$ cat config.mk
export PLATFORM = sky130hd
export DESIGN_NAME = mem_arbiter
export DESIGN_NICKNAME = d
export VERILOG_FILES = /design/src/rtl/mem_arbiter_pkg.sv /design/src/rtl/mem_arbiter_req_reg.sv /design/src/rtl/mem_arbiter.sv
export SDC_FILE = /design/constraint.sdc
export NUM_CORES = 1
export LEC_CHECK = 0
export CORE_AREA = 2 2 112 114
export CTS_CLUSTER_DIAMETER = 200
export DETAILED_ROUTE_END_ITERATION = 6
export DIE_AREA = 0 0 114 116
export MAX_ROUTING_LAYER = met4
export PLACE_DENSITY = 0.8
export REMOVE_ABC_BUFFERS = 1
export SKIP_LAST_GASP = 1
export SYNTH_ARGS = -nofsm -noshare
export SYNTH_HDL_FRONTEND = slang
export SYNTH_HIERARCHICAL = 1
export SYNTH_SLANG_ARGS = --single-unit
$ cat constraint.sdc
create_clock -name clk -period 1.95 [get_ports clk]
set_input_delay 0.39 -clock clk [delete_from_list [all_inputs] [get_ports clk]]
set_output_delay 0.39 -clock clk [all_outputs]
set_load 0.01 [all_outputs]
$ cat src/rtl/mem_arbiter_pkg.sv
// mem_arbiter_pkg: shared types for mem_arbiter; the anti-starvation option is enabled by MEM_ARB_ANTISTARVE_EN
package mem_arbiter_pkg;
  localparam int WORD_W = 32;
  localparam int MBE_W = WORD_W / 8;
  localparam logic [MBE_W-1:0] MBE_ALL = '1;
  typedef logic [WORD_W-1:0] rv32i_word;
  typedef enum logic [1:0] {IDLE = 2'd0, BUSY_I = 2'd1, BUSY_D = 2'd2, DONE = 2'd3} arb_state_t;
  typedef struct packed {
    rv32i_word addr;
    rv32i_word wdata;
    logic [MBE_W-1:0] mbe;
    logic rd;
    logic wr;
  } mem_req_t;
endpackage

$ cat src/rtl/mem_arbiter_req_reg.sv
// mem_req_reg: enable-loaded register holding the granted memory request
import mem_arbiter_pkg::*;
module mem_req_reg (
  input  logic     clk,
  input  logic     rst,
  input  logic     en,
  input  mem_req_t d,
  output mem_req_t q
);
  always_ff @(posedge clk) q <= !rst ? '0 : en ? d : q;
endmodule

$ cat src/rtl/mem_arbiter.sv
// mem_arbiter: arbitrates fetch and LSQ ports onto one shared memory port, data first
// Define MEM_ARB_ANTISTARVE_EN to force a waiting fetch after STARVE_LIMIT data grants.
import mem_arbiter_pkg::*;
module mem_arbiter #(
  parameter int ADDR_W = 32,
  parameter int DATA_W = 32,
  parameter int STARVE_LIMIT = 4
) (
  input  logic                clk,
  input  logic                rst,
  input  logic                instr_read,
  input  logic [ADDR_W-1:0]   instr_mem_address,
  output logic                instr_mem_resp,
  output logic [DATA_W-1:0]   instr_mem_rdata,
  input  logic                data_read,
  input  logic                data_write,
  input  logic [DATA_W/8-1:0] data_mbe,
  input  logic [ADDR_W-1:0]   data_mem_address,
  input  logic [DATA_W-1:0]   data_mem_wdata,
  output logic                data_mem_resp,
  output logic [DATA_W-1:0]   data_mem_rdata,
  output logic                pmem_read,
  output logic                pmem_write,
  output logic [DATA_W/8-1:0] pmem_mbe,
  output logic [ADDR_W-1:0]   pmem_address,
  output logic [DATA_W-1:0]   pmem_wdata,
  input  logic                pmem_resp,
  input  logic [DATA_W-1:0]   pmem_rdata
);
  localparam int MW = DATA_W / 8;
  arb_state_t state, state_n;
  mem_req_t req_d, req_q;
  logic data_req, force_i, grant_d, grant_i, busy, idle;
  assign data_req = data_read | data_write;
  assign idle = state == IDLE;
  assign busy = state == BUSY_I || state == BUSY_D;
`ifdef MEM_ARB_ANTISTARVE_EN
  localparam int CW = $clog2(STARVE_LIMIT + 1);
  logic [CW-1:0] starve_cnt;
  assign force_i = instr_read & data_req & (starve_cnt == CW'(STARVE_LIMIT));
  always_ff @(posedge clk)
    if (!rst) starve_cnt <= '0;
    else if (idle && grant_i) starve_cnt <= '0;
    else if (idle && grant_d && instr_read && starve_cnt != CW'(STARVE_LIMIT)) starve_cnt <= starve_cnt + 1'b1;
`else
  logic unused_starve_limit;
  assign unused_starve_limit = ^STARVE_LIMIT;
  assign force_i = 1'b0;
`endif
  assign grant_d = data_req & ~force_i;
  assign grant_i = instr_read & (~data_req | force_i);
  always_comb begin
    req_d = '0;
    req_d.addr = grant_d ? rv32i_word'(data_mem_address) : rv32i_word'(instr_mem_address);
    req_d.wdata = grant_d ? rv32i_word'(data_mem_wdata) : '0;
    req_d.mbe = (grant_d && data_write) ? MBE_W'(data_mbe) : MBE_ALL;
    req_d.rd = grant_d ? data_read : 1'b1;
    req_d.wr = grant_d & data_write;
  end
  mem_req_reg u_req (
    .clk (clk),
    .rst (rst),
    .en  (idle & (grant_d | grant_i)),
    .d   (req_d),
    .q   (req_q)
  );
  // DONE is a forced gap so the requester can drop its request before re-arbitration
  always_comb
    state_n = idle ? (grant_d ? BUSY_D : grant_i ? BUSY_I : IDLE)
            : (state == DONE) ? IDLE
            : pmem_resp ? DONE : state;
  always_ff @(posedge clk) state <= !rst ? IDLE : state_n;
  assign pmem_read = busy & req_q.rd;
  assign pmem_write = busy & req_q.wr;
  assign pmem_mbe = busy ? MW'(req_q.mbe) : '0;
  assign pmem_address = busy ? ADDR_W'(req_q.addr) : '0;
  assign pmem_wdata = busy ? DATA_W'(req_q.wdata) : '0;
  assign instr_mem_resp = (state == BUSY_I) & pmem_resp & instr_read;
  assign data_mem_resp = (state == BUSY_D) & pmem_resp;
  assign instr_mem_rdata = instr_mem_resp ? pmem_rdata : '0;
  assign data_mem_rdata = data_mem_resp ? pmem_rdata : '0;
endmodule
Yosys cells after proc, flatten, opt, wreduce, memory -nomap -nowiden
Index checks and enable logic that the tools add are counted.

cells by class
  eq/ne operators = 3
  mux-type cells = 14
  bitwise gates (word level) = 11
  reductions and logical operators = 4

operator list
  cell                                                                   number
  32-bit 2-to-1 mux                                                      6
  1-bit bitwise AND                                                      8
  2-bit 2-to-1 mux                                                       4
  4-bit 2-to-1 mux                                                       2
  2-bit equality test, second input constant                             2
  3-bit nonzero test                                                     1
  2-bit by 1-bit equality test with 1-bit output, second input constant  1
  2-bit logical NOT                                                      1
  1-bit 2-to-1 mux                                                       2
  1-bit OR                                                               2
  1-bit logical AND                                                      1
  1-bit logical OR                                                       1
  1-bit NOT                                                              1

word-level totals
  bits in registers = 72
  bits of input ports = 138
  output and inout port bits = 136
  word-level logic and storage cells = 38

Logic depth before layout (Yosys ltp)
Gate-level depths: netlist of the first run.

  depth after elaboration = 6
  gate-level depth with buffers = 7
  mapped depth without buffers = 5

Cells and area by module
The synthesis of the first run kept the hierarchy.

by module, submodules not included
  module       times used  cells each  area each (um^2)  seq. area each (um^2)
  mem_req_reg  1           225         2,682.6           1,401.3
  mem_arbiter  1           246         1,783.0           40.0

Worst setup path after synthesis of the first run
Ideal clock, no wire load.

  path kind = register -> output
  start point = register state[0]
  end point = output pmem_address[0]
  arrival = 1,149 ps
  data required time = 1,560 ps
  path slack = 411 ps
  cell stages (with the launch flop) = 5
  path buffers = 1
  cells stage by stage = dfxtp_1 inv_1 ha_1 clkbuf_1 and2_1

on the way
  word-level cells in the longest chain between the ends = 3
  elaborated cells on any way between the ends = 4
  those cells by class = eq/ne (2); mux (1); reduce/logical (1)

ends and longest elaborated chain
  item                                                                                          line               text
  start, declared                                                                               mem_arbiter.sv:31  arb_state_t state, state_n;
  start signal, assigned                                                                        mem_arbiter.sv:72  always_ff @(posedge clk) state <= !rst ? IDLE : state_n;
  2-bit by 1-bit equality test with 1-bit output / 2-bit equality test (equally long branches)  mem_arbiter.sv:36  assign busy = state == BUSY_I || state == BUSY_D;
  1-bit logical OR (*)                                                                          mem_arbiter.sv:36
  32-bit 2-to-1 mux (*)                                                                         mem_arbiter.sv:76  assign pmem_address = busy ? ADDR_W'(req_q.addr) : '0;
  end, declared                                                                                 mem_arbiter.sv:25  output logic [ADDR_W-1:0] pmem_address,

Mark *: on every way between the ends. The rest lies on a longest branch, timed or not.

Worst setup path after layout of the first run
  start point = register state[0]
  end point = output instr_mem_rdata[12]

on the way
  word-level cells in the longest chain between the ends = 4

ends and longest elaborated chain
  item                                            line               text
  2-bit by 1-bit equality test with 1-bit output  mem_arbiter.sv:78  assign instr_mem_resp = (state == BUSY_I) & pmem_resp & instr_read;
  1-bit bitwise AND (2 in series)                 mem_arbiter.sv:78
  32-bit 2-to-1 mux                               mem_arbiter.sv:80  assign instr_mem_rdata = instr_mem_resp ? pmem_rdata : '0;
  end, declared                                   mem_arbiter.sv:14  output logic [DATA_W-1:0] instr_mem_rdata,

Every way passes these cells.

==> results of run 1 <==
synth_stat cells (2+ instances only):
cell,instances,area share
buf_2,5,0.0056
or2b_1,5,0.0084
mux2_4,17,0.057
o21ai_0,3,0.0034
and2_1,103,0.14
dfxtp_1,72,0.32
nor2b_1,102,0.14
and3_1,33,0.046
ha_1,4,0.011
inv_1,2,0.0017
buf_6,4,0.010
mux2i_1,70,0.16
clkbuf_1,23,0.019
mux2_2,15,0.038
buf_8,7,0.024
path summary, 6_finish.rpt:
| check | cells after the start | startpoint | slack, ps | to |
|---|---|---|---|---|
| max reg2reg | 6 | state[1]$_SDFFE_PN0P_ | 400 | u_req/q[9]$_SDFFE_PN0P_ |
| min | 2 | u_req/q[30]$_SDFFE_PN0P_ | 510 | u_req/q[30]$_SDFFE_PN0P_ |
| max | 6 | state[0]$_SDFFE_PN0P_ | -30 | instr_mem_rdata[12] |
| min reg2reg | 2 | u_req/q[30]$_SDFFE_PN0P_ | 510 | u_req/q[30]$_SDFFE_PN0P_ |
sequential cells by signal, indices dropped and copies added, names as in the netlist:
name / cells
state: 2
u_req/q: 70
layer usage:
metal,wire [um],GRT usage,vias up
li1,-,-,2099
met1,5650,0.225,2012
met2,7960,0.412,189
met3,950,0.0418,27
met4,389,0.0911,0
met5,0,-,-
stage by stage:
step	power, mW	setup TNS [ps]	worst slack (ps)	cell area (sq um)	util
6_report	5.08	-204	-33.1	7550	0.634
5_1_grt	5.35	-3120	-87.7	7550	0.634
4_1_cts	5.23	-2540	-97.9	7450	0.625
3_5_place_dp	3.49	-35600	-507	7370	0.619
3_3_place_gp	3.45	-32260	-467	7370	0.619
2_1_floorplan	2.63	-114370	-1630	4200	-
final cells by class:
class / instances / area (sq um)
inverter: 2 / 7.51
fill: 983 / 4360
clock buffer: 12 / 246
clock inverter: 4 / 20.0
timing repair buffer: 306 / 2790
sequential: 72 / 1440
tap: 147 / 184
multi-input combinational: 358 / 2870
worst min-delay path: stages, from the launching register on:
cell     delay [ps]
dfxtp_1         320
mux2i_1          60
nor2b_1          90
kinds of logic (layout without fill, tap and decap cells):
logic type,count (synthesis),after routing,share of synthesized area
multiplexers,102,102,0.252
adder cells (fa/ha/maj),4,4,0.0112
flip-flops,72,72,0.323
AO/OA/AOI/OAI,6,6,0.00869
AND/OR/NAND/NOR,246,246,0.345
buffers and inverters,41,324,0.0602
report_power, final:
part           leakage [nW]  switching (mW)  internal (mW)  total, mW
Clock                 0.136           0.596          0.887       1.48
Sequential            0.595          0.0760           1.64       1.71
Combinational          2.95           0.803           1.08       1.88
what timing repair did:
action                                  CTS  global route
gates cloned                              8             1
pin swaps                                 2             9
resized for setup                       575            44
buffers inserted                          6             2
endpoints found under the setup margin  136           101
==> metrics.csv, run 1 <==
stage,metric,value,unit
status,status,finished with violations,
status,violations,negative setup slack,
setup_path,worstPathMaxFanout,8,
floorplanning,die_h,116,um
synthesis,yosysUniqueCellTypes,21,
synthesis,synth_area,4470,sq um
drt,drt_first_iter_violations,129,
place,dp_cells,872,
place,hpwl,10400,um
synthesis,synthFlopType,dfxtp_1,
clock_network,numCtsBuffers,9,
setup_path,worst-setup-path-type,reg2out,
pwr,ir_worst_vdd,0.378,mV
drt,drt-total-wl,15000,um
clock_network,root_buffer,clkbuf_16,
finish,layout.nets,891,
drt,antenna_left,0,
floorplanning,fp-row-count,40,
finish,layout_common_cells,"clkdlybuf4s50_1, nor2b_1, buf_2, and2_1",
drt,routedWlPerCell,16.6,um
clock_network,clkSinkCount,72,
clock_network,cts_tree,built,
synthesis,ys_seq_area_frac,0.323,
synthesis,avgSynthCellArea,9.48,sq um
timing,maxSlewViolCount,0,
timing,holdWs,510,ps
timing,setup_viol,13,
clock_network,clk_latency,320,ps
floorplanning,die_area,13200,sq um
floorplanning,io_pins,274,
global_route,overflow,0,
setup_path,worstSetupEndpointType,output pin,
global_route,first_global_vias,4389,
drt,vias_per_cell,4.80,
global_route,grt_max_degree,47,
synthesis,ys_seq_elements,72,
floorplanning,core,11900,sq um
synthesis,synth_edf_count,0,
setup_path,crit_chain,"buf_6, ha_4, and3_4, clkbuf_16, and2_1, buf_2",
worst_hold_path,hold_path.class,reg2reg,
floorplanning,die_w,114,um
global_route,grt_pass1_wl,22100,um
global_route,antenna_found_initial,0,
timing,max_freq,0.504,GHz
drt,first_pass_iters,4,
timing,worst_pin_slew,538,ps
setup_path,crit_arrival,1590,ps
finish,instances_no_fill,901,
synthesis,yosysWarnings,6,
timing,fin_crit,1980,ps
place,portBuffers,273,
setup_path,path_buf_inv,3,
global_route,grt.total_usage,0.220,
setup_path,crit_path_top_delay_cell,dfxtp_2,
timing,slew_headroom,0.641,
setup_path,cp-start-kind,flop,
timing,setup_ws,-33.1,ps
timing,rsz0062_at_grt,true,
timing,skew,4.85,ps
drt,drc,0,
pwr,power_leakage,3.69,nW
job,max_cap_violations,0,
synthesis,syn_inst,471,
clock_network,htreeDepth,3,
clock_network,clockBufferDepth,2,
finish,layout-drive-gt1-share,0.333,
synthesis,synth_async_sr_flop_share,0,
place,finalWeightedCongestion,0.940,
timing,period_share,1.02,
setup_path,path_delay_family,buffers and inverters,
pwr,power_density,672,nW/um^2
drt,vias,4327,
setup_path,slowest_delay,340,ps
finish,insertedDiodeCount,0,
timing,hold_viol_final,0,
finish,syn_to_final_growth,69.2,%
finish,final_common_cell,clkdlybuf4s50_1,
clock_network,cts.clk_slew.worst_paths,60,ps
floorplanning,start_util,0.375,
setup_path,worstPathRequired,1560,ps
clock_network,cts.hold.buffers_added,0,
No activity file was read; power rests on OpenSTA's default activity.
==> inputs of run 2 (changes only) <==
--- a/config.mk
+++ b/config.mk
@@ -5,10 +5,10 @@
 export SDC_FILE = /design/constraint.sdc
 export NUM_CORES = 1
 export LEC_CHECK = 0
-export CORE_AREA = 2 2 112 114
+export CORE_AREA = 2 2 118 108
 export CTS_CLUSTER_DIAMETER = 200
 export DETAILED_ROUTE_END_ITERATION = 6
-export DIE_AREA = 0 0 114 116
+export DIE_AREA = 0 0 120 110
 export MAX_ROUTING_LAYER = met4
 export PLACE_DENSITY = 0.8
 export REMOVE_ABC_BUFFERS = 1
==> run 2 against run 1 <==
Effect of this change: the flow still finishes with violations (negative setup slack); critical path depth down 1; flip-flop and latch count unchanged; global-route usage down 0.14 points; first-iteration DRC count up 78%; register-to-register slack better by 50 ps; clock-buffer cell count unchanged; clock power up 9%; clock skew up 3.0 ps; total power up 9.5%; worst hold slack better by 4.2 ps; largest cell class is now non-clock buffers.
==> metrics.csv, run 2 (same netlist as run 1, synthesis figures left out) <==
stage,metric,value,unit
global_route,use_met2,0.368,
status,status,finished with violations,
timing,period_share,1.03,
drt,drt_first_iter_violations,230,
setup_path,path_buf_inv,3,
pwr,power_leakage,3.83,nW
global_route,grt.total_usage,0.218,
finish,instances_no_fill,917,
setup_path,crit_chain,"clkdlybuf4s50_1, and3_4, clkbuf_16, and2_1, buf_2",
timing,setup_viol,37,
status,violations,negative setup slack,
setup_path,path_delay_family,buffers and inverters,
clock_network,clkSinkCount,72,
timing,max_freq,0.499,GHz
global_route,antenna_found_initial,0,
floorplanning,die_area,13200,sq um
place,dpl_cell_area,7400,sq um
finish,insertedDiodeCount,0,
setup_path,worstSetupEndpointType,output pin,
place,hpwl,10300,um
timing,skew,7.88,ps
clock_network,clockBufferDepth,2,
setup_path,crit_arrival,1610,ps
floorplanning,core,11900,sq um
global_route,grt_max_degree,39,
floorplanning,start_util,0.374,
pwr,finalPower,5.56,mW
clock_network,cts.hold.buffers_added,0,
drt,first_pass_iters,4,
drt,drc,0,
timing,worst_pin_slew,305,ps
finish,nFillCells,961,
pwr,power_density,693,nW/um^2
clock_network,cts_tree,built,
drt,antenna_left,0,
setup_path,worst-setup-path-type,in2out,
finish,top_register,u_req/q,
drt,vias,4289,
floorplanning,die_w,120,um
global_route,met3_usage,0.0612,
clock_network,numCtsBuffers,9,
floorplanning,io_pins,274,
clock_network,htreeDepth,3,
setup_path,cp-start-kind,primary input,
setup_path,crit_path_top_delay_cell,clkdlybuf4s50_1,
global_route,grt_pass1_wl,22100,um
finish,syn_to_final_growth,79.6,%
place,dp_cells,885,
drt,routedWlPerCell,17.0,um
global_route,overflow,0,
finish,layout.nets,895,
global_route,busiest_layer,met2,
clock_network,root_buffer,clkbuf_16,
finish,layout_common_cells,"clkdlybuf4s50_1, nor2b_1, buf_6, mux2i_1, dfxtp_1",
timing,maxSlewViolCount,0,
job,max_cap_violations,0,
global_route,first_global_vias,4354,
finish,final_area,8020,sq um
floorplanning,fp-row-count,38,
timing,hold_viol_final,0,
timing,slew_headroom,0.796,
timing,rsz0062_at_grt,true,
timing,holdWs,514,ps
setup_path,worstPathMaxFanout,8,
finish,largest_register_ffs,70,
floorplanning,die_h,110,um
finish,reg.largest.list,"u_req/q x70, state x2",
finish,layout-drive-gt1-share,0.390,
global_route,grt_use_met1,0.249,
pwr,ir_worst_vdd,0.539,mV
timing,fin_crit,2000,ps
drt,drt-total-wl,15600,um
clock_network,cts.clk_slew.worst_paths,50,ps
drt,vias_per_cell,4.68,
place,portBuffers,273,
setup_path,slowest_delay,500,ps
setup_path,worstPathRequired,1560,ps
worst_hold_path,hold_path.class,reg2reg,
clock_network,clk_latency,340,ps
timing,setup_ws,-54.2,ps
finish,final_common_cell,clkdlybuf4s50_1,
place,finalWeightedCongestion,0.756,
[run 2: worst paths after layout]
check | cells after the start | startpoint | to | slack, ps
setup / recovery | 5 | pmem_resp | instr_mem_rdata[16] | -50
hold reg to reg | 2 | u_req/q[60]$_SDFFE_PN0P_ | u_req/q[60]$_SDFFE_PN0P_ | 510
setup reg to reg | 6 | state[1]$_SDFFE_PN0P_ | u_req/q[36]$_SDFFE_PN0P_ | 450
hold / removal | 2 | u_req/q[60]$_SDFFE_PN0P_ | u_req/q[60]$_SDFFE_PN0P_ | 510
[run 2: report_power, final]
group	internal [mW]	switching (mW)	leakage (nW)
combinational	1.34	0.880	3.10
sequential	1.64	0.0848	0.595
clock	1.02	0.604	0.139
[run 2: cell type report]
type / count / area [sq um] / area share
repair buffers: 310 / 3110 / 0.387
multi-input cells: 358 / 2970 / 0.371
flip-flops and latches: 72 / 1440 / 0.180
clock buffers: 12 / 246 / 0.0307
well taps: 160 / 200 / 0.0250
clock inverters: 3 / 42.5 / 0.00530
inverters: 2 / 7.51 / 0.000936
[run 2: per-layer routing]
| metal | wire length, um | part of all wire |
|---|---|---|
| met5 | 0 | 0 |
| met4 | 300 | 0.019 |
| met3 | 914 | 0.059 |
| met2 | 7880 | 0.51 |
| met1 | 6460 | 0.42 |
[run 2: tightest hold or removal path, stage by stage, from the launching register on]
cell and delay (ps):
dfxtp_1 320, mux2i_1 60, nor2b_1 100
[run 2: what timing repair did]
action | in CTS | in global routing
endpoints found under the setup margin | 136 | 106
gates cloned | 5 | 8
gates resized for setup | 525 | 184
setup buffers | 4 | 1
pin swaps | 1 | 14
[run 2: through the flow]
stage | utilization | setup TNS, ps | worst slack [ps]
after CTS | 0.634 | -4220 | -76.8
after global placement | 0.620 | -26380 | -331
final | 0.672 | -790 | -54.2
after floorplan | - | -114370 | -1630
after detailed placement | 0.620 | -30880 | -386
after global routing | 0.672 | -3950 | -101
